<file path="config.mk">
export PLATFORM = sky130hd
export DESIGN_NAME = hpc_test_sequencer
export DESIGN_NICKNAME = d
export VERILOG_FILES = /design/src/rtl/hpc_test_sequencer.sv
export SDC_FILE = /design/constraint.sdc
export NUM_CORES = 1
export LEC_CHECK = 0
export ABC_AREA = 0
export CAP_MARGIN = 20
export CORE_ASPECT_RATIO = 0.6
export CORE_MARGIN = 1
export CORE_UTILIZATION = 48
export CTS_BUF_LIST = sky130_fd_sc_hd__clkbuf_8 sky130_fd_sc_hd__clkbuf_16
export CTS_CLUSTER_DIAMETER = 80
export DETAILED_ROUTE_END_ITERATION = 10
export GPL_TIMING_DRIVEN = 0
export PLACE_DENSITY_LB_ADDON = 0.25
export SYNTH_ARGS = -nofsm -noshare
export SYNTH_HDL_FRONTEND = slang
export SYNTH_SLANG_ARGS = --single-unit
</file>
<file path="constraint.sdc">
create_clock -name clk -period 3.2 [get_ports clk]
set_input_delay 0.48 -clock clk [delete_from_list [all_inputs] [get_ports clk]]
set_output_delay 0.48 -clock clk [all_outputs]
set_load 0.01 [all_outputs]
</file>
<file path="src/rtl/hpc_test_sequencer.sv">
// hpc_test_sequencer
// Autonomous Avalon-MM master that drives the testbench register slave in place
// of the HPS. It checks the system version, resets and configures the driver
// filters, enables the run, polls the data counter up to run_length, freezes,
// reads back the counters and finally disables the run.
//
// Optional feature macro: SEQ_ACCURACY_EN. When it is defined, the max/min
// accuracy registers (0x38/0x3C) are also read back. When it is undefined,
// res_maxacc and res_minacc are tied to 0.
//
// Ports
//   clk, reset_n         clock and asynchronous active-low reset
//   start, abort         1-cycle control pulses
//   cfg_fselect          filter select, written to 0x10 bit0
//   cfg_fmanual_a/b      manual filter words, written to 0x14/0x18
//   run_length           target data-counter value
//   master_*             Avalon-MM master; readdata is valid the cycle after read
//   busy, done, error    status (done is a pulse, error is sticky)
//   res_*                counters captured after freeze
module hpc_test_sequencer #(
    parameter logic [31:0] EXP_SYS_VERSION = 32'd20,
    parameter int unsigned POLL_GAP        = 16
) (
    input  logic        clk,
    input  logic        reset_n,
    input  logic        start,
    input  logic        abort,
    input  logic        cfg_fselect,
    input  logic [31:0] cfg_fmanual_a,
    input  logic [31:0] cfg_fmanual_b,
    input  logic [31:0] run_length,
    output logic [5:0]  master_address,
    output logic        master_read,
    output logic        master_write,
    output logic [31:0] master_writedata,
    input  logic [31:0] master_readdata,
    output logic        busy,
    output logic        done,
    output logic        error,
    output logic [31:0] res_datctr,
    output logic [31:0] res_errctr,
    output logic [31:0] res_maxacc,
    output logic [31:0] res_minacc
);

    localparam int unsigned GAP_W = (POLL_GAP > 1) ? $clog2(POLL_GAP) : 1;

    localparam logic [5:0] A_CTRL = 6'h00;
    localparam logic [5:0] A_VER  = 6'h04;
    localparam logic [5:0] A_FSEL = 6'h10;
    localparam logic [5:0] A_FMA  = 6'h14;
    localparam logic [5:0] A_FMB  = 6'h18;
    localparam logic [5:0] A_DAT  = 6'h30;
    localparam logic [5:0] A_ERR  = 6'h34;
`ifdef SEQ_ACCURACY_EN
    localparam logic [5:0] A_MAX  = 6'h38;
    localparam logic [5:0] A_MIN  = 6'h3C;
`endif

    // Each read state is followed by its own capture state (strobes low).
    typedef enum logic [4:0] {
        S_IDLE,
        S_RD_VER,  S_CAP_VER,
        S_WR_RST,  S_WR_FSEL, S_WR_FMA, S_WR_FMB, S_WR_EN,
        S_POLL_RD, S_POLL_CAP, S_POLL_WAIT,
        S_WR_FRZ,
        S_RD_DAT,  S_CAP_DAT,
        S_RD_ERR,  S_CAP_ERR,
`ifdef SEQ_ACCURACY_EN
        S_RD_MAX,  S_CAP_MAX,
        S_RD_MIN,  S_CAP_MIN,
`endif
        S_WR_OFF,
        S_FIN
    } state_t;

    state_t             r_state;
    state_t             w_state_nxt;
    logic [GAP_W-1:0]   r_gap;
    logic               r_aborted;
    logic               r_fsel;
    logic [31:0]        r_fma;
    logic [31:0]        r_fmb;
    logic [31:0]        r_run_len;
    logic               w_start_ok;
    logic               w_abort_hit;
    logic               w_read;
    logic               w_write;
    logic [5:0]         w_addr;
    logic [31:0]        w_wdata;

    assign w_start_ok  = (r_state == S_IDLE) && start;
    // FIN already carries the done pulse, so abort is no longer honoured there.
    assign w_abort_hit = abort && (r_state != S_IDLE) && (r_state != S_FIN);

    // State register
    always_ff @(posedge clk or negedge reset_n) begin
        if (!reset_n) begin
            r_state <= S_IDLE;
        end else begin
            r_state <= w_state_nxt;
        end
    end

    // Next-state logic
    always_comb begin
        w_state_nxt = r_state;
        case (r_state)
            S_IDLE:      if (start) w_state_nxt = S_RD_VER;
            S_RD_VER:    w_state_nxt = S_CAP_VER;
            S_CAP_VER:   w_state_nxt = (master_readdata == EXP_SYS_VERSION) ? S_WR_RST : S_IDLE;
            S_WR_RST:    w_state_nxt = S_WR_FSEL;
            S_WR_FSEL:   w_state_nxt = S_WR_FMA;
            S_WR_FMA:    w_state_nxt = S_WR_FMB;
            S_WR_FMB:    w_state_nxt = S_WR_EN;
            S_WR_EN:     w_state_nxt = S_POLL_RD;
            S_POLL_RD:   w_state_nxt = S_POLL_CAP;
            S_POLL_CAP:  w_state_nxt = (master_readdata >= r_run_len) ? S_WR_FRZ : S_POLL_WAIT;
            S_POLL_WAIT: if (r_gap == '0) w_state_nxt = S_POLL_RD;
            S_WR_FRZ:    w_state_nxt = S_RD_DAT;
            S_RD_DAT:    w_state_nxt = S_CAP_DAT;
            S_CAP_DAT:   w_state_nxt = S_RD_ERR;
            S_RD_ERR:    w_state_nxt = S_CAP_ERR;
`ifdef SEQ_ACCURACY_EN
            S_CAP_ERR:   w_state_nxt = S_RD_MAX;
            S_RD_MAX:    w_state_nxt = S_CAP_MAX;
            S_CAP_MAX:   w_state_nxt = S_RD_MIN;
            S_RD_MIN:    w_state_nxt = S_CAP_MIN;
            S_CAP_MIN:   w_state_nxt = S_WR_OFF;
`else
            S_CAP_ERR:   w_state_nxt = S_WR_OFF;
`endif
            S_WR_OFF:    w_state_nxt = r_aborted ? S_IDLE : S_FIN;
            S_FIN:       w_state_nxt = S_IDLE;
            default:     w_state_nxt = S_IDLE;
        endcase
        // Abort: the current access finishes, then a single disable write.
        if (w_abort_hit) begin
            w_state_nxt = (r_state == S_WR_OFF) ? S_IDLE : S_WR_OFF;
        end
    end

    // Output decode: bus values for the state being entered; address and
    // write data hold through capture and idle cycles.
    always_comb begin
        w_read  = 1'b0;
        w_write = 1'b0;
        w_addr  = master_address;
        w_wdata = master_writedata;
        case (w_state_nxt)
            S_RD_VER:  begin w_read  = 1'b1; w_addr = A_VER;  end
            S_WR_RST:  begin w_write = 1'b1; w_addr = A_CTRL; w_wdata = 32'h1; end
            S_WR_FSEL: begin w_write = 1'b1; w_addr = A_FSEL; w_wdata = {31'b0, r_fsel}; end
            S_WR_FMA:  begin w_write = 1'b1; w_addr = A_FMA;  w_wdata = r_fma; end
            S_WR_FMB:  begin w_write = 1'b1; w_addr = A_FMB;  w_wdata = r_fmb; end
            S_WR_EN:   begin w_write = 1'b1; w_addr = A_CTRL; w_wdata = 32'h2; end
            S_POLL_RD: begin w_read  = 1'b1; w_addr = A_DAT;  end
            S_WR_FRZ:  begin w_write = 1'b1; w_addr = A_CTRL; w_wdata = 32'h6; end
            S_RD_DAT:  begin w_read  = 1'b1; w_addr = A_DAT;  end
            S_RD_ERR:  begin w_read  = 1'b1; w_addr = A_ERR;  end
`ifdef SEQ_ACCURACY_EN
            S_RD_MAX:  begin w_read  = 1'b1; w_addr = A_MAX;  end
            S_RD_MIN:  begin w_read  = 1'b1; w_addr = A_MIN;  end
`endif
            S_WR_OFF:  begin w_write = 1'b1; w_addr = A_CTRL; w_wdata = 32'h0; end
            default:   ;
        endcase
    end

    // Registered bus outputs, status, sampled config and poll gap counter
    always_ff @(posedge clk or negedge reset_n) begin
        if (!reset_n) begin
            master_read      <= 1'b0;
            master_write     <= 1'b0;
            master_address   <= '0;
            master_writedata <= '0;
            busy             <= 1'b0;
            done             <= 1'b0;
            error            <= 1'b0;
            r_aborted        <= 1'b0;
            r_gap            <= '0;
            r_fsel           <= 1'b0;
            r_fma            <= '0;
            r_fmb            <= '0;
            r_run_len        <= '0;
        end else begin
            master_read      <= w_read;
            master_write     <= w_write;
            master_address   <= w_addr;
            master_writedata <= w_wdata;
            busy             <= (w_state_nxt != S_IDLE);
            done             <= (w_state_nxt == S_FIN);
            if (w_start_ok) begin
                r_fsel    <= cfg_fselect;
                r_fma     <= cfg_fmanual_a;
                r_fmb     <= cfg_fmanual_b;
                r_run_len <= run_length;
                r_aborted <= 1'b0;
                error     <= 1'b0;
            end else if (w_abort_hit) begin
                r_aborted <= 1'b1;
            end
            // Any return to IDLE that is not through FIN is a failed run.
            if ((r_state != S_IDLE) && (r_state != S_FIN) && (w_state_nxt == S_IDLE)) begin
                error <= 1'b1;
            end
            if (r_state == S_POLL_CAP) begin
                r_gap <= GAP_W'(POLL_GAP - 1);
            end else if (r_state == S_POLL_WAIT) begin
                r_gap <= r_gap - GAP_W'(1);
            end
        end
    end

    // Result capture; a capture cycle hit by abort is discarded.
    always_ff @(posedge clk or negedge reset_n) begin
        if (!reset_n) begin
            res_datctr <= '0;
            res_errctr <= '0;
        end else if (!w_abort_hit) begin
            if (r_state == S_CAP_DAT) res_datctr <= master_readdata;
            if (r_state == S_CAP_ERR) res_errctr <= master_readdata;
        end
    end

`ifdef SEQ_ACCURACY_EN
    logic [31:0] r_res_max;
    logic [31:0] r_res_min;

    always_ff @(posedge clk or negedge reset_n) begin
        if (!reset_n) begin
            r_res_max <= '0;
            r_res_min <= '0;
        end else if (!w_abort_hit) begin
            if (r_state == S_CAP_MAX) r_res_max <= master_readdata;
            if (r_state == S_CAP_MIN) r_res_min <= master_readdata;
        end
    end

    assign res_maxacc = r_res_max;
    assign res_minacc = r_res_min;
`else
    assign res_maxacc = 32'd0;
    assign res_minacc = 32'd0;
`endif

endmodule

</file>
==> Word-level counts from Yosys, hierarchy flattened <==
Cells that the tools add are included.
{ "totals": {"register_bits": 214, "latchBits": 0, "ram_bits": 0, "rom_bits": 0, "in_bits": 133, "output_inout_bits": 171, "mem_count": 0} }
{ "op_classes": {"add_sub_neg": 1, "mul": 0, "div_mod_pow": 0, "magnitude_cmp": 1, "n_eq_ne": 30, "n_shift": 0, "muxes": 18, "n_bitwise": 1, "n_reduce_logical": 21} }
{ "ops": {"columns": ["cell", "count"], "rows": [
  ["32-bit one-hot mux with 7 select lines", 1],
  ["5-bit one-hot mux with 17 select lines", 1],
  ["5-bit by 4-bit == test with 1-bit output (second input constant)", 12],
  ["6-bit one-hot mux with 7 select lines", 1],
  ["5-bit by 3-bit == test with 1-bit output (second input constant)", 8],
  ["32-bit by 5-bit == test with 1-bit output (second input constant)", 1],
  ["32-bit greater-or-equal comparator", 1],
  ["5-bit 2-to-1 mux", 5],
  ["5-bit by 2-bit == test with 1-bit output (second input constant)", 3],
  ["5-bit == test (second input constant)", 3],
  ["7-bit nonzero test", 2],
  ["5-bit by 1-bit == test with 1-bit output (second input constant)", 2],
  ["5-bit logical NOT", 2],
  ["5-bit nonzero test", 2],
  ["4-bit 2-to-1 mux", 2],
  ["4-bit OR reduction", 2],
  ["1-bit 2-to-1 mux", 7],
  ["7-bit OR reduction", 1],
  ["2-bit nonzero test", 3],
  ["1-bit logical AND", 5],
  ["5-bit != test (second input constant)", 1],
  ["4-bit logical NOT", 1],
  ["2-bit AND reduction", 2],
  ["4-bit by 1-bit subtractor with 4-bit output (second input constant)", 1],
  ["3 further kinds", 3]
]} }

==> Depth between registers and ports, before layout <==
Gate-level depths: netlist of the first run.
{ "depth": {"ltp_word": 7, "mapped_depth": 11, "mapped_depth_nobuf": 10} }

==> Least setup slack after synthesis of the first run <==
OpenSTA, ideal clock, no wires.
{ "synth_timing": {"kind": "input to register", "start": "input master_readdata[0]", "end": "register res_datctr[10]", "arrival_time_ns": 2.581, "required_time_ns": 3.072, "setup_slack_ns": 0.492, "stages": 10, "path_cell_list": "inv_1 ha_1 nand2b_1 a2111oi_0 nor4bb_1 o31ai_1 nand3_2 nor2_4 buf_4 mux2_1"} }
{ "synth_lines": {"columns": ["element", "line_no", "rtl"], "rows": [
  ["start: declaration", "36", "input logic [31:0] master_readdata,"],
  ["end signal: assignment", "221", "if (r_state == S_CAP_DAT) res_datctr <= master_readdata;"],
  ["end: declaration", "40", "output logic [31:0] res_datctr,"]
]} }

==> run_results.csv, run 1 <==
group,metric,value,unit
setup_path,rr_endpoint,"master_writedata[30]",
die,initial_core_util,49.00,%
timing,worstMarginPinSlew,0.8392,ns
timing,post-route-period-util,98.45,%
setup_path,required,3.57,ns
global_routing,antenna_found_initial,2,
global_routing,grt_max_degree,109,
synthesis,ys.flop_type,"dfrtp_1",
global_routing,grt_pass1_wl,43840,µm
timing,fin_skew,0.009978,ns
synthesis,synth.most_common_cell,"nand2_1",
placement,dp_hpwl,20780,µm
global_routing,met3_usage,5.037,%
synthesis,syn-mean-instance-area,10.09,µm²
global_routing,track_usage,25.61,%
clock_tree,clock_latency,0.50,ns
power,internal_power,6.325,mW
timing,hold_ws,0.02059,ns
finish,fillers,1675,
global_routing,grt_overflow,0,
power,p_comb_share,37.1,%
status,status,"complete, no violations",
setup_path,crit_type,"in2reg",
detailed_routing,first_pass_iters,5,
detailed_routing,wl_per_cell,16.99,µm
job,drv_cap,0,
synthesis,synthArstFlopShare,100.0,%
setup_path,crit_arrival,3.52,ns
power,peakVddDrop,0.4124,mV
clock_tree,clk_pin_slew,0.07,ns
synthesis,yosysWarningCount,0,
clock_tree,cts_tree,"yes",
setup_path,start_kind,"input pin",
synthesis,ys_seq_elements,212,
power,switching_share,36.47,%
detailed_routing,drc,0,
die,fp.coreArea,20980,µm²
detailed_routing,antenna_left,0,
timing,hold_viol_final,0,
die,rows,41,
synthesis,synth_area,10280,µm²
clock_tree,clock_path_buffers,3,
global_routing,grt_util_met2,37.61,%
power,power.leakage,6.677,nW
global_routing,grt-busiest-layer,"met1",
min_path,hold_path.class,"in2async",
timing,period_needed,3.150,ns
synthesis,yosysSeqAreaShare,51.60,%
timing,max_freq,317.4,MHz
power,switchingPower,3.632,mW
detailed_routing,viasPerCell,5.057,
timing,setup_viol,0,
finish,nets,1515,
die,die_h,115.4,µm
synthesis,netlist_top_cells_count,"nand2_1 (272), dfrtp_1 (212), buf_4 (70), inv_1 (70), nand3_1 (40)",
power,p_seq_share,38.6,%
clock_tree,cts_buffers,21,
clock_tree,cts.sinks,212,
detailed_routing,wl,27870,µm
clock_tree,cts_hold_buf,0,
finish,final_core_util,66.68,%
synthesis,syn_inst,1019,
die,ios,304,
synthesis,synth_area_leader_cell,"dfrtp_1",
die,die-area,22030,µm²
setup_path,cp-end-kind,"flip-flop",
synthesis,synth_edf_count,0,
power,cellPowerDensity,711.7,nW/µm²
synthesis,synth_top_area_share,51.60,%
placement,port_buffers,237,
die,die_x,190.9,µm
clock_tree,htree_levels,1,
detailed_routing,drtIter0Drc,515,
timing,maxSlewHeadroom,44.06,%
clock_tree,cts-root-buf,"clkbuf_16",
timing,drv_slew,0,
synthesis,yosysUniqueCellTypes,66,
setup_path,reg2reg_slack,0.19,ns
timing,rsz0062_at_grt,"yes",
global_routing,grt_pass1_vias,8059,
power,clock_power_share,24.3,%
global_routing,grtUsageMet1,39.58,%
synthesis,synthTopCellsByArea,"dfrtp_1 (52%), nand2_1 (9.9%), buf_4 (5.1%), o221ai_2 (4.2%), ha_1 (4.0%)",
detailed_routing,via_count,8298,
placement,place_inst,1602,
finish,drive_gt1_share,15.21,%
setup_path,r2r_start,"r_state[4]",
finish,synthToLayoutAreaGrowth,36.08,%
finish,stdcell_count,1641,
placement,gp_congestion,0.8914,
setup_path,crit_path_max_fanout,10,
timing,tns,0,ns
setup_path,r2r_cells,10,
-- cells in the final DEF, fill, tap and decap left out, drive strengths merged, types with 8 or more instances in the layout --
cell,n
o221ai,31
nand3,41
mux2,64
dfrtp,212
a21oi,22
conb,66
ha,33
o21ai,40
nor2,24
clkbuf,55
nand2b,8
nor4,9
nand2,272
clkdlybuf4s50,236
inv,74
buf,94
-- worst max path at each step --
stage / startpoint / to / slack [ns] / cells after the start
3_5_place_dp: master_readdata[0] / res_datctr[4] / -0.80 / 11
2_1_floorplan: master_readdata[0] / res_datctr[10] / 0.49 / 10
3_3_place_gp: reset_n / r_fmb[15] / -7.38 / 1
5_1_grt: master_readdata[0] / res_datctr[4] / -0.04 / 11
6_report: master_readdata[0] / res_datctr[15] / 0.05 / 11
4_1_cts: master_readdata[0] / res_datctr[4] / 0.06 / 11
-- routing by layer --
layer | up-vias | share of wire [%]
met4 | 2 | 1.4
met5 | - | 0.039
met2 | 270 | 42
li1 | 3941 | -
met3 | 34 | 6.7
met1 | 4051 | 49
-- state kept, by name, summed over array words and instances (netlist names) --
register and cells:
r_run_len 32, r_state 5, r_fma 32, master_address 4, master_read 1, res_datctr 32
master_writedata 32, r_fmb 32, error 1, master_write 1, r_fsel 1, done 1
r_gap 4, r_aborted 1, res_errctr 32, busy 1
-- what timing repair did --
| item | in CTS | in global routing |
|---|---|---|
| endpoints found under the setup margin | 56 | 30 |
| gates cloned | 0 | 0 |
| setup buffers | 1 | 2 |
| pin swaps | 2 | 3 |
| resized for setup | 2 | 2 |
-- power groups by stage --
stage          combinational [mW]  sequential [mW]  clock (mW)
4_1_cts                      3.65             3.84        2.46
5_1_grt                      4.11             3.92        2.58
6_report                     3.70             3.84        2.42
3_3_place_gp                 3.53             3.86           0
2_1_floorplan                2.27             3.85           0
3_5_place_dp                 3.63             3.87           0
-- logic make-up (layout without fill, tap and decap cells) --
logic type,count (synthesis),in the layout,share of synthesized area [%]
compound gates,126,126,10.33
xor+xnor,3,3,0.2556
fa+ha+maj,33,33,4.016
buf+inv,189,466,9.918
flops,212,212,51.60
mux,65,65,7.107
other cells,1,67,0.03647
simple gates,390,390,16.73
-- through the flow --
step	total power [mW]	setup slack, ns	instance area [µm²]
6_report	9.957	0.04967	13990
5_1_grt	10.61	-0.04441	13990
4_1_cts	9.956	0.06096	13960
3_5_place_dp	7.508	-0.8041	13280
3_3_place_gp	7.389	-7.383	13250
2_1_floorplan	6.122	0.4916	10530
-- critical path, cell delays in order --
cell and delay (ns):
clkdlybuf4s50_1 0.56, inv_1 0.07, ha_1 0.28, nand2b_1 0.15
a2111oi_2 0.40, nor4bb_1 0.16, o31ai_2 0.39, nand3_2 0.21
nor2_4 0.23, buf_4 0.24, mux2_1 0.35
-- cell type report --
class                           count  area, µm²  share of cell area (%)
Antenna cell                        1      2.502                 0.01789
Buffer                            118      753.2                   5.384
Clock buffer                       25      580.6                   4.150
Clock inverter                     10      83.83                  0.5992
Inverter                           71      266.5                   1.905
Multi-Input combinational cell    683       4218                   30.15
Sequential cell                   212       5305                   37.92
Tap cell                          279      349.1                   2.495
Timing Repair Buffer              242       2432                   17.39
Power figures use the tool's default switching activity.
==> run 2: changes to the inputs <==
CORE_UTILIZATION = 40   (was 48)
==> run 2 against run 1 <==
Utilization shrank 11 points. Highest routed layer is now met4. Die area grew 20%. Fmax grew 3.3%. Worst setup slack gained 0.10 ns. Clock skew grew 0.0049 ns. Largest power group unchanged. Sequential power is essentially flat. Count of clock-buffer cells in the layout grew 3. Clock power grew 7%. First-iteration DRC count grew 3.1%. Critical path type unchanged.
==> run_results.csv, run 2 (same netlist as run 1, synthesis figures left out) <==
group,metric,value,unit
status,status,"complete, no violations",
global_routing,grt_pass1_vias,8171,
timing,setup_viol,0,
global_routing,track_usage,22.66,%
setup_path,critPathLaunch,"master_readdata[7]",
die,rows,45,
setup_path,r2r_cells,10,
timing,drv_slew,0,
finish,nets,1512,
detailed_routing,viasPerCell,4.898,
power,cellPowerDensity,720.0,nW/µm²
finish,synthToLayoutAreaGrowth,36.97,%
setup_path,crit_path_max_fanout,10,
clock_tree,clock_latency,0.51,ns
setup_path,crit_arrival,3.43,ns
global_routing,antenna_found_initial,0,
timing,worstMarginPinSlew,0.8998,ns
placement,place_ws,-0.7344,ns
clock_tree,cts_hold_buf,0,
power,finalPower,10.14,mW
min_path,hold_path.class,"in2async",
power,power.leakage,6.690,nW
die,die-area,26370,µm²
die,die_h,126.2,µm
power,switching_share,36.45,%
detailed_routing,wl_per_cell,17.54,µm
clock_tree,clk_pin_slew,0.06,ns
timing,post-route-period-util,95.33,%
detailed_routing,first_pass_iters,5,
placement,gp_congestion,0.8645,
detailed_routing,via_count,8263,
finish,final_core_util,55.70,%
finish,antenna_cells,0,
die,ios,304,
timing,rsz0062_at_grt,"yes",
placement,port_buffers,237,
setup_path,cp-end-kind,"flip-flop",
timing,period_needed,3.051,ns
power,clock_power_share,25.4,%
global_routing,grt_max_degree,115,
global_routing,grt_overflow,0,
setup_path,r2r_start,"r_state[4]",
timing,hold_viol_final,0,
setup_path,required,3.58,ns
detailed_routing,wl,29590,µm
placement,dp_hpwl,21930,µm
power,internal_power,6.444,mW
detailed_routing,drtIter0Drc,531,
die,fp.coreArea,25280,µm²
finish,drive_gt1_share,14.95,%
timing,final_critical_path_setup_slack,0.1495,ns
setup_path,start_kind,"input pin",
clock_tree,cts_tree,"yes",
job,drv_cap,0,
setup_path,crit_type,"in2reg",
finish,layout_commonest_cell,"nand2_1",
power,p_comb_share,36.6,%
clock_tree,cts_buffers,21,
timing,maxSlewHeadroom,39.51,%
power,switchingPower,3.695,mW
clock_tree,cts.sinks,212,
die,initial_core_util,40.67,%
finish,layout_common_cells,"nand2_1 (272), clkdlybuf4s50_1 (236), dfrtp_1 (212)",
global_routing,grt_pass1_wl,46800,µm
die,die_x,209.0,µm
detailed_routing,drc,0,
timing,max_freq,327.8,MHz
timing,fin_skew,0.01487,ns
clock_tree,clock_path_buffers,3,
detailed_routing,antenna_left,0,
power,p_seq_share,37.9,%
clock_tree,cts-root-buf,"clkbuf_16",
power,peakVddDrop,0.4143,mV
clock_tree,htree_levels,1,
run 2: worst paths after layout:
kind	endpoint	slack, ns
max	res_datctr[11]	0.15
min	r_fmb[14]	0.07
max reg2reg	master_writedata[28]	0.25
min reg2reg	r_fmb[29]	0.47
max in group asynchronous	error	2.07
min in group clk	r_fmb[29]	0.47
run 2: power groups by stage:
stage	Clock (mW)	Combinational, mW	Sequential (mW)
floorplan	0	2.27	3.85
global placement	0	3.60	3.87
detailed placement	0	3.68	3.88
CTS	2.63	3.70	3.84
global route	2.74	4.13	3.93
finish	2.58	3.71	3.85
run 2: worst max-delay path, stage by stage:
cell	delay (ns)
clkdlybuf4s50_1	0.48
ha_1	0.36
a21oi_1	0.16
o21ai_0	0.19
a221o_1	0.35
o31ai_2	0.36
nand3_2	0.21
nor2_4	0.25
buf_4	0.24
mux2_1	0.35
run 2: per-layer routing:
layer	up-vias	GRT usage, %	routed length [µm]
met5	-	0	0
met4	0	4.455	526
met3	35	4.638	1703
met2	239	32.49	12420
met1	4061	35.02	14950
li1	3928	-	-
run 2: final cells by class:
cell class                 instances  area (µm²)
clock buffer                      28       621.8
timing repair buffer             239        2412
inverter                          71       266.5
fill                            2259       11200
buffer                           118       757.0
sequential                       212        5305
multi-input combinational        683        4225
tap                              329       411.6
clock inverter                     7       82.58
run 2: repair_timing:
item	CTS	global route
buffers inserted	1	0
gates resized for setup	1	4
pin swaps	1	1
endpoints found under the setup margin	29	61
run 2: stage by stage:
stage	instance area [µm²]	cells	hold slack [ns]	TNS [ns]
2_1_floorplan	10530	1084	0.1844	0
3_3_place_gp	13310	1650	0.4577	-1686.01
3_5_place_dp	13350	1651	0.4623	-39.48
4_1_cts	14060	1687	0.09795	0
5_1_grt	14080	1687	0.1444	-0.09889
6_report	14080	1687	0.07092	0
==> run 3: changes to the inputs <==
CORE_ASPECT_RATIO = default   (was 0.6)
DONT_BUFFER_PORTS = 1   (was default)
PLACE_DENSITY = 0.61   (was default)
PLACE_DENSITY_LB_ADDON = default   (was 0.25)
==> run 3 against run 2 <==
The run now ends with negative hold slack left. Worst setup slack improved by 0.14 ns. Register-to-register slack improved by 0.04 ns. Count of clock-buffer cells in the layout decreased by 1.
==> run_results.csv, run 3 (same netlist as run 1, synthesis figures left out) <==
group,metric,value,unit
status,status,"finished with violations",
status,violations,"negative hold slack",
timing,setup_viol,0,
min_path,hold_path.class,"in2async",
setup_path,crit_family,"compound AO/OA/AOI/OAI gates",
finish,drive_gt1_share,17.70,%
finish,nets,1277,
die,initial_core_util,40.83,%
finish,synthToLayoutAreaGrowth,13.61,%
finish,stdcell_count,1454,
detailed_routing,first_pass_iters,4,
detailed_routing,wl_per_cell,17.94,µm
finish,seqCellArea,5305,µm²
power,cellPowerDensity,810.1,nW/µm²
setup_path,slowest_delay,0.37,ns
global_routing,grt_pass1_wl,40480,µm
placement,place_inst,1415,
placement,dp_hpwl,19120,µm
timing,fin_skew,0.01412,ns
timing,period_needed,2.908,ns
placement,port_buffers,0,
global_routing,grt_max_degree,213,
clock_tree,cts.sinks,212,
detailed_routing,drc,0,
global_routing,antenna_found_initial,0,
finish,multiInputGateArea,4205,µm²
timing,hold_ws,-0.3215,ns
die,rows,58,
timing,rsz0062_at_grt,"no",
detailed_routing,viasPerCell,4.943,
clock_tree,post_cts_buffers,0,
die,die-area,26350,µm²
die,die_x,162.3,µm
clock_tree,htree_levels,1,
setup_path,cp_num_buf_inv,2,
detailed_routing,antenna_left,0,
setup_path,cp-end-kind,"flip-flop",
setup_path,reg2reg_slack,0.29,ns
setup_path,r2r_cells,10,
clock_tree,cts_tree,"yes",
finish,fin_area,11680,µm²
setup_path,crit_path_max_fanout,10,
global_routing,track_usage,19.80,%
timing,max_freq,343.9,MHz
setup_path,worstPathCellList,"inv_1, ha_1, a21oi_1, o21ai_0, a221oi_1, a2bb2oi_1, nand3_2, nor2_4, buf_4, mux2_1",
placement,gp_congestion,0.8151,
finish,layout_common_cells,"nand2_1 (272), dfrtp_1 (212), inv_1 (77)",
timing,tns,0,ns
timing,post-route-period-util,90.87,%
placement,place_ws,-0.001196,ns
setup_path,crit_arrival,3.29,ns
setup_path,r2r_start,"r_run_len[17]",
clock_tree,cts_buffers,24,
detailed_routing,wl,26090,µm
timing,hold_viol_final,212,
finish,antenna_cells,0,
power,finalPower,9.462,mW
global_routing,grt_pass1_vias,7056,
clock_tree,clock_latency,0.51,ns
setup_path,crit_type,"reg2reg",
die,die_h,162.3,µm
finish,layout_commonest_cell,"nand2_1",
die,ios,304,
job,drv_cap,0,
setup_path,required,3.58,ns
setup_path,rr_endpoint,"res_datctr[27]",
setup_path,worst_path_max_delay_cell,"a221oi_1",
timing,maxSlewHeadroom,53.91,%
die,fp.coreArea,25180,µm²
global_routing,grt_overflow,0,
power,peakVddDrop,0.3944,mV
detailed_routing,via_count,7187,
detailed_routing,drtIter0Drc,392,
setup_path,start_kind,"flip-flop",
finish,final_core_util,46.38,%
placement,place_area,10940,µm²
finish,fillers,2367,
timing,drv_slew,0,
timing,final_critical_path_setup_slack,0.2921,ns
clock_tree,clk_pin_slew,0.06,ns
power,power.leakage,5.815,nW
clock_tree,cts-root-buf,"clkbuf_16",
clock_tree,clock_path_buffers,3,
timing,worstMarginPinSlew,0.6913,ns
[run 3: changes by cell type in the layout (fill, tap and decap cells not counted), moves of 2 or more]
cell | previous run | this run
clkinv_2 | 0 | 3
clkbuf_8 | 7 | 2
clkbuf_16 | 21 | 25
inv_1 | 74 | 77
nor4_2 | 2 | 0
clkdlybuf4s50_1 | 236 | 0
nor4_1 | 7 | 9
[run 3: report_power, final]
| part | leakage (nW) | switching (mW) | internal, mW |
|---|---|---|---|
| Combinational | 2.68 | 1.87 | 1.07 |
| Clock | 0.386 | 1.05 | 1.52 |
| Sequential | 2.74 | 0.497 | 3.46 |
| Total | 5.81 | 3.41 | 6.05 |
[run 3: how the worst max path moves through the flow]
stage                             from             end  slack, ns  cells after the start
floorplan           master_readdata[0]  res_datctr[10]       0.49                     10
global placement    master_readdata[0]  res_datctr[28]       0.03                     10
detailed placement  master_readdata[0]  res_datctr[27]     -0.001                     10
CTS                       r_run_len[0]  res_datctr[27]        0.1                      9
global route              r_run_len[0]  res_datctr[30]       0.02                      9
finish                   r_run_len[17]  res_datctr[27]       0.29                     10
[run 3: cell type report]
| cell class | count | area share [%] |
|---|---|---|
| timing repair buffer | 1 | 0.04285 |
| inverter | 71 | 2.282 |
| tap | 330 | 3.535 |
| multi-input combinational | 683 | 36.00 |
| buffer | 118 | 6.449 |
| sequential | 212 | 45.42 |
| clock inverter | 12 | 0.6749 |
| clock buffer | 27 | 5.592 |
[run 3: per-layer routing]
metal,share of wire (%),global-route usage [%]
met4,2.3,6.261
met1,43,26.06
met5,0,0
met2,48,32.44
met3,6.3,4.265
[run 3: what timing repair did]
item | CTS | global route
endpoints found under the setup margin | 0 | 29
resized for setup | 0 | 1
hold endpoints to repair | 212 | 212
